`src/rtl/bound_flasher_param.sv`:
```
// Parametrised bound flasher: a WIDTH-LED thermometer bar bounces between bounds
// after a flick, with flick-triggered kick-back, optional auto-repeat and status outputs.
module bound_flasher_param #(
   parameter int WIDTH    = 16,
   parameter int B1       = 5,
   parameter int B2       = 10,
   parameter int STEP_DIV = 1
) (
   input  logic             clk,
   input  logic             rst,
   input  logic             flick,
   input  logic             loop,
   output logic [WIDTH-1:0] led,
   output logic [2:0]       state,
   output logic             busy,
   output logic             done
);

   localparam int CW = $clog2(WIDTH + 1);
   localparam int PW = (STEP_DIV > 1) ? $clog2(STEP_DIV) : 1;

   localparam logic [CW-1:0] W_C      = CW'(WIDTH);
   localparam logic [CW-1:0] B1_C     = CW'(B1);
   localparam logic [CW-1:0] B2_C     = CW'(B2);
   localparam logic [PW-1:0] PRE_LAST = PW'(STEP_DIV - 1);

   typedef enum logic [2:0] {
      IDLE = 3'd0,
      UP1  = 3'd1,
      DN1  = 3'd2,
      UP2  = 3'd3,
      DN2  = 3'd4,
      UP3  = 3'd5,
      DN3  = 3'd6,
      KB   = 3'd7
   } state_t;

   state_t           state_r, state_s;
   logic [CW-1:0]    cnt_r, cnt_s;
   logic [PW-1:0]    pre_r, pre_s;
   logic [WIDTH-1:0] led_r;
   logic             busy_r, done_r, done_s, tick_s;

   function automatic logic [CW-1:0] target(input state_t st);
      case (st)
         UP1:     target = W_C;
         DN1:     target = B1_C;
         UP2:     target = B2_C;
         UP3:     target = B1_C;
         default: target = {CW{1'b0}};
      endcase
   endfunction

   function automatic logic [CW-1:0] step(input state_t st, input logic [CW-1:0] c);
      case (st)
         UP1, UP2, UP3: step = c + CW'(1);
         default:       step = c - CW'(1);
      endcase
   endfunction

   assign tick_s = (state_r != IDLE) && (pre_r == PRE_LAST);

   // Next-state, next-count and prescaler logic; kick-back outranks bound transitions.
   always_comb begin
      state_s = state_r;
      cnt_s   = cnt_r;
      pre_s   = pre_r;
      done_s  = 1'b0;
      if (state_r == IDLE) begin
         pre_s = {PW{1'b0}};
         if (flick) begin
            state_s = UP1;
         end else begin
            state_s = IDLE;
         end
      end else if (!tick_s) begin
         pre_s = pre_r + PW'(1);
      end else begin
         pre_s = {PW{1'b0}};
         if ((state_r == UP1) && ((cnt_r == B1_C) || (cnt_r == B2_C)) && flick) begin
            state_s = KB;
            cnt_s   = cnt_r - CW'(1);
         end else if (cnt_r == target(state_r)) begin
            case (state_r)
               UP1:     state_s = DN1;
               DN1:     state_s = UP2;
               UP2:     state_s = flick ? DN1 : DN2;
               DN2:     state_s = UP3;
               UP3:     state_s = DN3;
               DN3: begin
                  state_s = loop ? UP1 : IDLE;
                  done_s  = 1'b1;
               end
               KB:      state_s = UP1;
               default: state_s = IDLE;
            endcase
            // The new state's step is taken on the same tick, so bounds never dwell.
            cnt_s = (state_s == IDLE) ? {CW{1'b0}} : step(state_s, cnt_r);
         end else begin
            cnt_s = step(state_r, cnt_r);
         end
      end
   end

   // State registers and registered outputs.
   always_ff @(posedge clk) begin
      if (rst) begin
         state_r <= IDLE;
         cnt_r   <= {CW{1'b0}};
         pre_r   <= {PW{1'b0}};
         led_r   <= {WIDTH{1'b0}};
         busy_r  <= 1'b0;
         done_r  <= 1'b0;
      end else begin
         state_r <= state_s;
         cnt_r   <= cnt_s;
         pre_r   <= pre_s;
         led_r   <= ~({WIDTH{1'b1}} << cnt_s);
         busy_r  <= (state_s != IDLE);
         done_r  <= done_s;
      end
   end

   assign led   = led_r;
   assign state = state_r;
   assign busy  = busy_r;
   assign done  = done_r;

endmodule

```
`config.mk`:
```
export PLATFORM = sky130hd
export DESIGN_NAME = bound_flasher_param
export DESIGN_NICKNAME = d
export VERILOG_FILES = /design/src/rtl/bound_flasher_param.sv
export SDC_FILE = /design/constraint.sdc
export NUM_CORES = 1
export LEC_CHECK = 0
export CAP_MARGIN = 10
export CORE_ASPECT_RATIO = 1.75
export CORE_MARGIN = 3
export CORE_UTILIZATION = 49
export DETAILED_ROUTE_END_ITERATION = 12
export PLACE_DENSITY = 0.76
export SYNTH_ARGS = -nofsm -noshare
export SYNTH_HDL_FRONTEND = slang
export SYNTH_SLANG_ARGS = --single-unit
```
`constraint.sdc`:
```
create_clock -name clk -period 2.5 [get_ports clk]
set_clock_uncertainty 0.2 [all_clocks]
set_input_delay 0.5 -clock clk [delete_from_list [all_inputs] [get_ports clk]]
set_output_delay 0.5 -clock clk [all_outputs]
set_load 0.02 [all_outputs]
```
==> results.yml <==
logic_synthesis:
  basic_gate_share_of_the_synthesized_area_counting_and_or_nand_and_nor_cells: 0.2715
  yosys.area.top_type: "sky130_fd_sc_hd__dfxtp_1"
  synth-compound-area-share: 0.2227
  ys_top_cells_by_area: "sky130_fd_sc_hd__dfxtp_1 30%, sky130_fd_sc_hd__mux2i_1 5.2%, sky130_fd_sc_hd__nor2_1 4.6%"
  avgSynthCellArea_um2: 9.048
  yosys_register_bits: 26
  synthesis.yosys.warnings: 0
  post_synth_fa_ha_maj_area_fraction: 0.02911
  synth_top_area_frac: 0.3028
  synthesis.nets: 198
  ys_async_sr_fraction: 0
  post_synth_mux_area_share: 0.05895
  synthesized_instance_count: 190
  post_synth_xor_area_fraction: 0.03566
  netlist-cell-type-count: 66
  yosysSeqAreaShare: 0.3028
  synth_ff_type: "sky130_fd_sc_hd__dfxtp_1"
  dominant_combinational_cell_family_by_area_after_synthesis: "simple AND/OR/NAND/NOR gates"
  synth_enable_flop_cells: 0
  mappedNetlistArea_mm2: 0.001719
worst_setup_path:
  register_to_register_path_setup_slack_ns: -0.18
  critical_path.max_fanout: 12
  worst_ep_arrival_time_ns: 2.68
  worst_setup_path_end_kind: "flop"
  required_time_at_the_worst_slack_endpoint_ns: 2.50
  criticalPathCategory: "reg -> reg"
  timing.reg2reg.worst_path_depth: 11
  critical_path.startpoint_type: "flop"
grt:
  grtUsageTotal: 0.2431
  use_met3: 0.04263
  wire_length_of_the_first_global_routing_pass_mm: 8.217
  use_met1: 0.2489
  antenna_violations_before_repair: 0
  grt_busiest_layer: "met2"
  grt_remaining_overflow: 0
  grtUsageMet2: 0.4512
  grt_max_degree: 16
  grt_pass1_vias: 1776
cts:
  cts_root_buffer: "sky130_fd_sc_hd__clkbuf_8"
  cts_bufs_inserted: 3
  cts-root-to-sink-buffers: 2
  clock_tree_from_tritoncts: "yes"
  clk-insertion-delay-late_ns: 0.27
  clkSinkCount: 26
  clk_transition_reported_paths_ns: 0.09
  hold_buffers: 0
  cts_max_level: 1
sta:
  fin_tns_setup_ns: -1.541
  fmaxAchievable_mhz: 372.9
  worst_slack_ns: -0.1816
  report.final.slew_viol_count: 0
  period_needed_ns: 2.682
  number_of_endpoints_failing_setup_at_the_final_stage: 16
  timing.final.hold_violations: 0
  timing.final.crit_share: 1.073
  grt_setup_unrepaired: "true"
drt:
  antenna_violating_nets_post_route: 0
  remaining_drcs: 0
  average_via_count_per_standard_cell: 5.688
  num_vias: 1678
  detail_route.wirelength_mm: 5.179
  detail_route.first_pass.iterations: 4
  wl_per_cell_um: 17.56
  drt-initial-drc-count: 53
power:
  powerDensity_mw_per_mm2: 1242
  worst_ir_drop_vdd_mv: 0.9352
  total_leakage_power_nw: 0.9809
finish:
  post_layout_nonfiller_instances: 295
  design.final.nets: 261
  area_delta_synth_final_pct: 45.63
  drive_above_1_share: 0.4087
  antennaDiodeCount: 0
floorplan:
  die_area_mm2: 0.004283
  start_util: 0.5301
  core_ar_mm2: 0.003243
  placementRows: 27
  die_outline_width_um: 50.78
  dieHeight_um: 84.36
  io_pins: 25
placement:
  post-place-cells: 280
  dp_hpwl_mm: 3.462
  routabilityCongestion: 1.035
  number_of_input_and_output_port_buffers_inserted: 24
flow_run:
  maxCapViolCount: 0
outcome:
  failed_checks: "negative setup slack"
  result_of_the_run: "complete, but fails checks"
min_path:
  worst_hold_path_type: "reg -> reg"
  holdPathStages: 2
critical path: stages (launching register included):
cell and delay, ns:
sky130_fd_sc_hd__dfxtp_2 0.36, sky130_fd_sc_hd__buf_12 0.12, sky130_fd_sc_hd__buf_4 0.12, sky130_fd_sc_hd__a21boi_4 0.06, sky130_fd_sc_hd__nor3_4 0.29, sky130_fd_sc_hd__buf_6 0.15
sky130_fd_sc_hd__mux2i_2 0.23, sky130_fd_sc_hd__xor2_1 0.31, sky130_fd_sc_hd__nand2_1 0.12, sky130_fd_sc_hd__and3b_4 0.22, sky130_fd_sc_hd__or2_4 0.28, sky130_fd_sc_hd__a31oi_1 0.14
layout by cell type (no fill, tap or decap), drive strengths merged, types with 2 or more instances in the layout:
| cell type | n |
|---|---|
| dfxtp | 26 |
| o21ai | 8 |
| ha | 4 |
| clkdlybuf4s50 | 23 |
| xnor2 | 4 |
| a211oi | 2 |
| nor3 | 5 |
| or2 | 5 |
| and3b | 3 |
| o31ai | 7 |
| nand3 | 3 |
| nand2 | 14 |
| nor4bb | 3 |
| a21boi | 2 |
| and4bb | 3 |
| or3 | 2 |
| nor2b | 2 |
| mux2i | 9 |
| inv | 7 |
| clkbuf | 3 |
| a21oi | 13 |
| a31o | 2 |
| nor2 | 22 |
| a31oi | 3 |
| and2 | 3 |
| buf | 48 |
| o21a | 3 |
| xor2 | 3 |
| nor3b | 2 |
power by group:
group / leakage (nW) / switching, W / total, W / internal, W
logic: 0.729 / 0.00111 / 0.00214 / 0.00104
clock network: 0.0357 / 0.000131 / 0.000345 / 0.000214
registers: 0.216 / 0.0000812 / 0.000622 / 0.000540
synth_stat cells (2+ instances only):
master	number
sky130_fd_sc_hd__nor2_1	21
sky130_fd_sc_hd__o31ai_1	4
sky130_fd_sc_hd__and3b_1	2
sky130_fd_sc_hd__xnor2_1	4
sky130_fd_sc_hd__xor2_1	3
sky130_fd_sc_hd__nor3b_1	2
sky130_fd_sc_hd__a31oi_1	3
sky130_fd_sc_hd__o21ai_1	2
sky130_fd_sc_hd__o31ai_2	3
sky130_fd_sc_hd__or3_1	2
sky130_fd_sc_hd__mux2i_1	9
sky130_fd_sc_hd__o21a_1	2
sky130_fd_sc_hd__a21oi_1	10
sky130_fd_sc_hd__dfxtp_1	26
sky130_fd_sc_hd__clkbuf_1	3
sky130_fd_sc_hd__nor3_4	2
sky130_fd_sc_hd__nor3_1	3
sky130_fd_sc_hd__inv_1	7
sky130_fd_sc_hd__o21ai_0	5
sky130_fd_sc_hd__ha_1	4
sky130_fd_sc_hd__nand2_1	13
sky130_fd_sc_hd__buf_4	6
sky130_fd_sc_hd__buf_6	4
sky130_fd_sc_hd__and4bb_1	2
sky130_fd_sc_hd__or2_4	2
sky130_fd_sc_hd__nor4bb_1	2
sky130_fd_sc_hd__a21oi_2	3
sky130_fd_sc_hd__nand3_1	2
sky130_fd_sc_hd__nor2b_1	2
metrics by stage:
step	power (W)	instance area (um2)	utilization	hold WS (ns)	setup slack (ns)
finish	0.003110	2504	0.7720	0.5013	-0.1816
global route	0.003306	2504	0.7720	0.5473	-0.2628
CTS	0.002845	2367	0.7299	0.4897	-0.06246
detailed placement	0.002403	2197	0.6775	0.4853	-0.4602
global placement	0.002360	2197	0.6775	0.4603	-0.4119
floorplan	0.001785	1719	-	0.3861	0.01856
cell families (layout without fill, tap and decap cells):
| group | after synthesis | count (layout) |
|---|---|---|
| compound gates | 47 | 47 |
| xor+xnor | 7 | 7 |
| fa+ha+maj | 4 | 4 |
| buf+inv | 21 | 83 |
| flops | 26 | 26 |
| mux | 10 | 10 |
| other cells | 1 | 1 |
| simple gates | 74 | 74 |
state kept, by name, summed over array words and instances (netlist names):
signal and count:
busy 1, cnt_r 5, pre_r 1, led 15, state 3, done 1
metal layers:
layer / routed length (um) / part of all wire / up-vias
met5: 0 / 0 / -
met2: 2914 / 0.56 / 49
met1: 1917 / 0.37 / 811
li1: - / - / 796
met4: 209 / 0.040 / 0
met3: 138 / 0.027 / 22
cell type report:
class | instances | area, um2
multi-input combinational | 143 | 1185
fill | 227 | 739.5
timing repair buffer | 72 | 634.4
sequential | 26 | 533.0
tap | 43 | 53.80
clock buffer | 3 | 41.29
clock inverter | 1 | 30.03
inverter | 7 | 26.28
repair_timing:
action | in CTS | in global routing
setup endpoints to repair | 18 | 19
endpoints found under the hold margin | 0 | 0
pin swaps | 14 | 17
gates resized for setup | 16 | 27
buffers inserted | 9 | 2
worst paths after layout:
path | startpoint | end
max | state[2] | led[9]
max reg2reg | state[2] | led[9]
min | state[0] | done
min reg2reg | state[0] | done
No activity file was read; power rests on OpenSTA's default activity.
